$ cat config.mk
export PLATFORM = sky130hd
export DESIGN_NAME = uart_guess_ctrl
export DESIGN_NICKNAME = d
export VERILOG_FILES = /design/src/rtl/uart_guess_ctrl.sv
export SDC_FILE = /design/constraint.sdc
export NUM_CORES = 1
export LEC_CHECK = 0
export ABC_AREA = 1
export BUFFER_PORTS_ARGS = -buffer_cell sky130_fd_sc_hd__buf_4
export CELL_PAD_IN_SITES_DETAIL_PLACEMENT = 0
export CELL_PAD_IN_SITES_GLOBAL_PLACEMENT = 1
export CORE_MARGIN = 10
export CORE_UTILIZATION = 43
export CTS_CLUSTER_DIAMETER = 150
export DETAILED_ROUTE_END_ITERATION = 10
export GPL_ROUTABILITY_DRIVEN = 0
export HOLD_SLACK_MARGIN = 0.05
export PLACE_DENSITY_LB_ADDON = 0.3
export SLEW_MARGIN = 20
export SYNTH_ARGS = -nofsm -noshare
export SYNTH_HDL_FRONTEND = slang
export SYNTH_SLANG_ARGS = --single-unit
$ cat constraint.sdc
create_clock -name clk -period 1.9 [get_ports clk]
set_input_delay 0.095 -clock clk [delete_from_list [all_inputs] [get_ports clk]]
set_output_delay 0.095 -clock clk [all_outputs]
set_load 0.01 [all_outputs]
$ cat src/rtl/uart_guess_ctrl.sv
// Receive-path sequencer: arms the UART receiver, screens bytes for ASCII letters,
// presents upper-cased guesses with a valid/ack handshake, and tracks receive errors.
module uart_guess_ctrl #(
  parameter int unsigned ACK_TIMEOUT = 1000,
  parameter int unsigned ERR_HOLD    = 5000000
) (
  input  logic       clk,
  input  logic       nRst,
  input  logic       en,
  input  logic       rx_ready,
  input  logic [7:0] rx_byte,
  input  logic       rx_err,
  input  logic       guess_ack,
  input  logic       clr_err,
  output logic       rec_ready,
  output logic       guess_valid,
  output logic [7:0] guess,
  output logic       bad_char,
  output logic       timeout,
  output logic       err_led,
  output logic [3:0] err_count
);

  typedef enum logic [2:0] {IDLE, ARM, CHECK, PRESENT, ERR} state_e;

  // One counter serves both the ack window and the error-LED hold.
  localparam int unsigned HOLD_W = (ERR_HOLD > 1) ? $clog2(ERR_HOLD) : 1;
  localparam int unsigned CNT_W  = (HOLD_W > 16) ? HOLD_W : 16;
  localparam logic [CNT_W-1:0] ACK_LAST  = CNT_W'(ACK_TIMEOUT - 1);
  localparam logic [CNT_W-1:0] HOLD_LAST = CNT_W'(ERR_HOLD - 1);

  state_e           state_q;
  logic [CNT_W-1:0] cnt_q;
  logic [7:0]       byte_q;
  logic [7:0]       guess_q;
  logic [3:0]       err_count_q;
  logic             rec_ready_q, guess_valid_q, bad_char_q, timeout_q, err_led_q;

  logic is_lower, is_upper;
  assign is_lower = (byte_q >= 8'h61) && (byte_q <= 8'h7A);
  assign is_upper = (byte_q >= 8'h41) && (byte_q <= 8'h5A);

  function automatic logic [3:0] sat_inc(input logic [3:0] v);
    return (v == 4'hF) ? v : v + 4'd1;
  endfunction

  always_ff @(posedge clk or negedge nRst) begin
    if (!nRst) begin
      state_q       <= IDLE;
      cnt_q         <= '0;
      byte_q        <= '0;
      guess_q       <= '0;
      err_count_q   <= '0;
      rec_ready_q   <= 1'b0;
      guess_valid_q <= 1'b0;
      bad_char_q    <= 1'b0;
      timeout_q     <= 1'b0;
      err_led_q     <= 1'b0;
    end else begin
      bad_char_q <= 1'b0;
      timeout_q  <= 1'b0;
      case (state_q)
        IDLE: begin
          if (en) begin
            state_q     <= ARM;
            rec_ready_q <= 1'b1;
          end
        end
        ARM: begin
          if (rx_err) begin
            state_q     <= ERR;
            rec_ready_q <= 1'b0;
            err_led_q   <= 1'b1;
            cnt_q       <= '0;
            err_count_q <= sat_inc(err_count_q);
          end else if (rx_ready) begin
            byte_q      <= rx_byte;
            state_q     <= CHECK;
            rec_ready_q <= 1'b0;
          end else if (!en) begin
            state_q     <= IDLE;
            rec_ready_q <= 1'b0;
          end
        end
        CHECK: begin
          if (is_lower || is_upper) begin
            guess_q       <= is_lower ? (byte_q - 8'h20) : byte_q;
            guess_valid_q <= 1'b1;
            cnt_q         <= '0;
            state_q       <= PRESENT;
          end else begin
            bad_char_q  <= 1'b1;
            err_count_q <= sat_inc(err_count_q);
            state_q     <= en ? ARM : IDLE;
            rec_ready_q <= en;
          end
        end
        PRESENT: begin
          // Ack beats both abort and expiry; abort beats expiry (no timeout pulse).
          if (guess_ack) begin
            guess_valid_q <= 1'b0;
            state_q       <= en ? ARM : IDLE;
            rec_ready_q   <= en;
          end else if (!en) begin
            guess_valid_q <= 1'b0;
            state_q       <= IDLE;
          end else if (cnt_q == ACK_LAST) begin
            guess_valid_q <= 1'b0;
            timeout_q     <= 1'b1;
            state_q       <= IDLE;
          end else begin
            cnt_q <= cnt_q + CNT_W'(1);
          end
        end
        ERR: begin
          if (cnt_q == HOLD_LAST) begin
            err_led_q <= 1'b0;
            state_q   <= IDLE;
          end else begin
            cnt_q <= cnt_q + CNT_W'(1);
          end
        end
        default: state_q <= IDLE;
      endcase
      // NOTE: the later nonblocking assignment wins, so clr_err overrides a same-cycle increment.
      if (clr_err) err_count_q <= '0;
    end
  end

  assign rec_ready   = rec_ready_q;
  assign guess_valid = guess_valid_q;
  assign guess       = guess_q;
  assign bad_char    = bad_char_q;
  assign timeout     = timeout_q;
  assign err_led     = err_led_q;
  assign err_count   = err_count_q;

endmodule

==> reports/summary.txt <==
Final nets: 559
DPL Wire Length: 6.30 mm
Unique masters post-synth: 31
sw frac: 42.2%
most common cell in the netlist: nand2_1
grt ovf: 0
Die Ht: 107 um
Crit path top cell by count: nand2_4
1st-pass router iterations: 7
post-synthesis async set-or-reset flop share: 100%
Global Route Usage Sum: 15.8%
root buffer cell: clkbuf_8
power per cell area: 1090 nW/um^2
Area Overhead vs Synth: 26.0%
Worst Setup Path Type: reg2reg
Max Clk Rate: 0.544 GHz
syn nets: 490
register area share after synthesis: 39.0%
FF-to-FF End: cnt_q[16]$_DFFE_PN0P_
ANT cells: 0
R2R setup slack: 0.06 ns
Port Buffer Count: 31
Fin. Hold Viols: 0
drt drc: 0
combinational power share: 48.2%
relative slew slack: 55.3%
status: complete, no violations
r2r startpoint: cnt_q[1]$_DFFE_PN0P_
vias in the first global route: 3147
Mapped Cells: 471
Crit Path Max Fanout: 13
Mapped Avg Cell Area: 6.95 sq um
HP Start: rx_err
Slew Limit Fails: 0
Pint: 2600 uW
Post-synth EDFFs: 0
Die Width: 107 um
largest area contributor in the netlist: dfrtp_1
clk_skew: 0.0123 ns
MaxCap Viol Count: 0
maximum vdd drop: 0.656 mV
Max H-tree Level: 2
share of cells above drive strength 1: 21.8%
Worst R2R Path Depth: 12
Routed Antenna Nets: 0
Area contributors post-synth: dfrtp_1, nand2_1, nor2_1
global-route wire length before repair: 14.9 mm
hold path depth: 3
CTS buffer count: 5
Post-Syn Area: 3280 sq um
crit start category: flip-flop
Flop pwr share: 33.2%
die area: 11500 sq um
# rows: 31
Iter 0 DRT Violations: 155
Crit path largest cell delay: 0.42 ns
top_reg_cell synth: dfrtp_1
initial antenna violation count: 0
Ys Warns: 0
CP required: 2.11 ns
crit path cell chain: ha_4 -> nand2_4 -> nor2_8 -> nand2_4 -> nor2_4 -> nand3_2 -> nand2_4 -> nor2_4 -> buf_12 -> buf_8 -> nand4_1 -> nand2_1
pin count of the biggest net entering global routing: 52
CTS tree: yes
CP arrival: 2.04 ns
final core utilization: 56.3%
Synth top cells by count: nand2_1, nor2_1, dfrtp_1
later-pin clock latency in the skew report: 0.32 ns
wire per inst: 14.1 um
Final Setup Violations: 0
Crit-path slowest cell: dfrtp_1
Hold Crit Class: in2reg
via/cell ratio: 5.07
clk sinks: 51
Worst Hold Endpoint: err_led$_DFFE_PN0P_
Initial Utilization: 44.7%
Switch Pwr: 1900 uW
clk slew on worst S/H paths: 0.11 ns
synthesized flop and latch total: 51
# fillers: 725
Tmin final: 1.84 ns
core area: 7330 sq um
# IOs: 32
Clk pwr share: 18.6%
Crit. End Element: flip-flop
via count: 3243
area share of the largest cell type after synthesis: 39.0%
clock tree buffer depth: 2
worst-margin pin slew: 0.670 ns
Place WS: -0.0380 ns
crit share post-route: 96.8%
Lkg Pwr: 0.00210 uW
Routed WL: 9.04 mm
setup ws final: 0.0608 ns
## metrics by stage
| stage | std cells | cell area (sq um) | hold WS, ns | TNS, ns | total power (uW) |
|---|---|---|---|---|---|
| detailed placement | 611 | 3710 | 0.178 | -0.397 | 3260 |
| finish | 640 | 4130 | 0.0733 | 0 | 4490 |
| floorplan | 471 | 3280 | -0.201 | 0 | 2760 |
| global route | 640 | 4130 | 0.0933 | -0.00215 | 4810 |
| global placement | 611 | 3710 | 0.175 | 0 | 3210 |
| CTS | 630 | 3950 | 0.0746 | 0 | 4180 |
## state kept, by name, summed over array words and instances, names as in the netlist
register and flops:
bad_char 1, byte_q 8, cnt_q 23, err_count 4
err_led 1, guess 8, guess_valid 1, rec_ready 1
state_q 3, timeout 1
## critical path, delay by kind of cell (launching register included)
family	cells	cell delay, ns
adders and majority gates	1	0.18
buffers and inverters	2	0.27
DFF	1	0.42
and+or+nand+nor	9	0.85
## final cells by class
type | count | area, sq um | area share, %
Sequential cell | 51 | 1280 | 31.0
Clock buffer | 6 | 82.6 | 2.00
Clock inverter | 2 | 38.8 | 0.940
Inverter | 43 | 161 | 3.91
Multi-Input combinational cell | 370 | 1850 | 44.8
Timing Repair Buffer | 69 | 592 | 14.3
Tap cell | 99 | 124 | 3.00
## metal layers
metal / track usage [%] / part of all wire [%] / up-vias
li1: - / - / 1652
met1: 18.9 / 43 / 1492
met2: 28.2 / 50 / 86
met3: 2.81 / 4.6 / 13
met4: 4.74 / 1.6 / 0
met5: 0 / 0 / -
## placed cells by master (no fill, tap or decap), drive strengths merged, types with 2 or more instances in the layout
cell type    count
nand3           35
nand2          171
o21bai           3
dlygate4sd3     10
inv             44
nor3             9
clkbuf           6
dfrtp           51
nor4             2
nor2            82
o211ai           2
nand3b           2
a21oi           15
buf             59
xor2             5
ha               4
o21ai           16
nand4           21
## worst max path at each step
| stage | start | to |
|---|---|---|
| after floorplan | cnt_q[0]$_DFFE_PN0P_ | cnt_q[15]$_DFFE_PN0P_ |
| after global placement | cnt_q[1]$_DFFE_PN0P_ | cnt_q[20]$_DFFE_PN0P_ |
| after detailed placement | cnt_q[1]$_DFFE_PN0P_ | cnt_q[21]$_DFFE_PN0P_ |
| after CTS | cnt_q[1]$_DFFE_PN0P_ | cnt_q[16]$_DFFE_PN0P_ |
| after global routing | cnt_q[1]$_DFFE_PN0P_ | cnt_q[16]$_DFFE_PN0P_ |
| final | cnt_q[1]$_DFFE_PN0P_ | cnt_q[16]$_DFFE_PN0P_ |
## cells by family (layout without fill, tap and decap cells)
kind of cell             count (synthesis)  in the layout  share of synthesized area (%)
XOR/XNOR                                 6              6                           1.60
flip-flops                              51             51                           39.0
AO/OA/AOI/OAI                           37             37                           6.11
buffers and inverters                   53            120                           7.49
AND/OR/NAND/NOR                        320            323                           44.3
adder cells (fa/ha/maj)                  4              4                           1.53
## power groups by stage
stage | logic (uW) | clock network, uW | registers (uW)
global route | 2380 | 902 | 1520
CTS | 1830 | 854 | 1490
floorplan | 1230 | 0 | 1530
detailed placement | 1750 | 0 | 1510
finish | 2170 | 834 | 1490
global placement | 1710 | 0 | 1500
## timing repair
item | in CTS | in global routing
endpoints found under the setup margin | 24 | 36
hold buffers | 10 | 0
buffers inserted | 0 | 8
pin swaps | 1 | 8
gates cloned | 1 | 2
resized for setup | 2 | 23
endpoints found under the hold margin | 60 | 0
(Power assumes the default switching activity.)
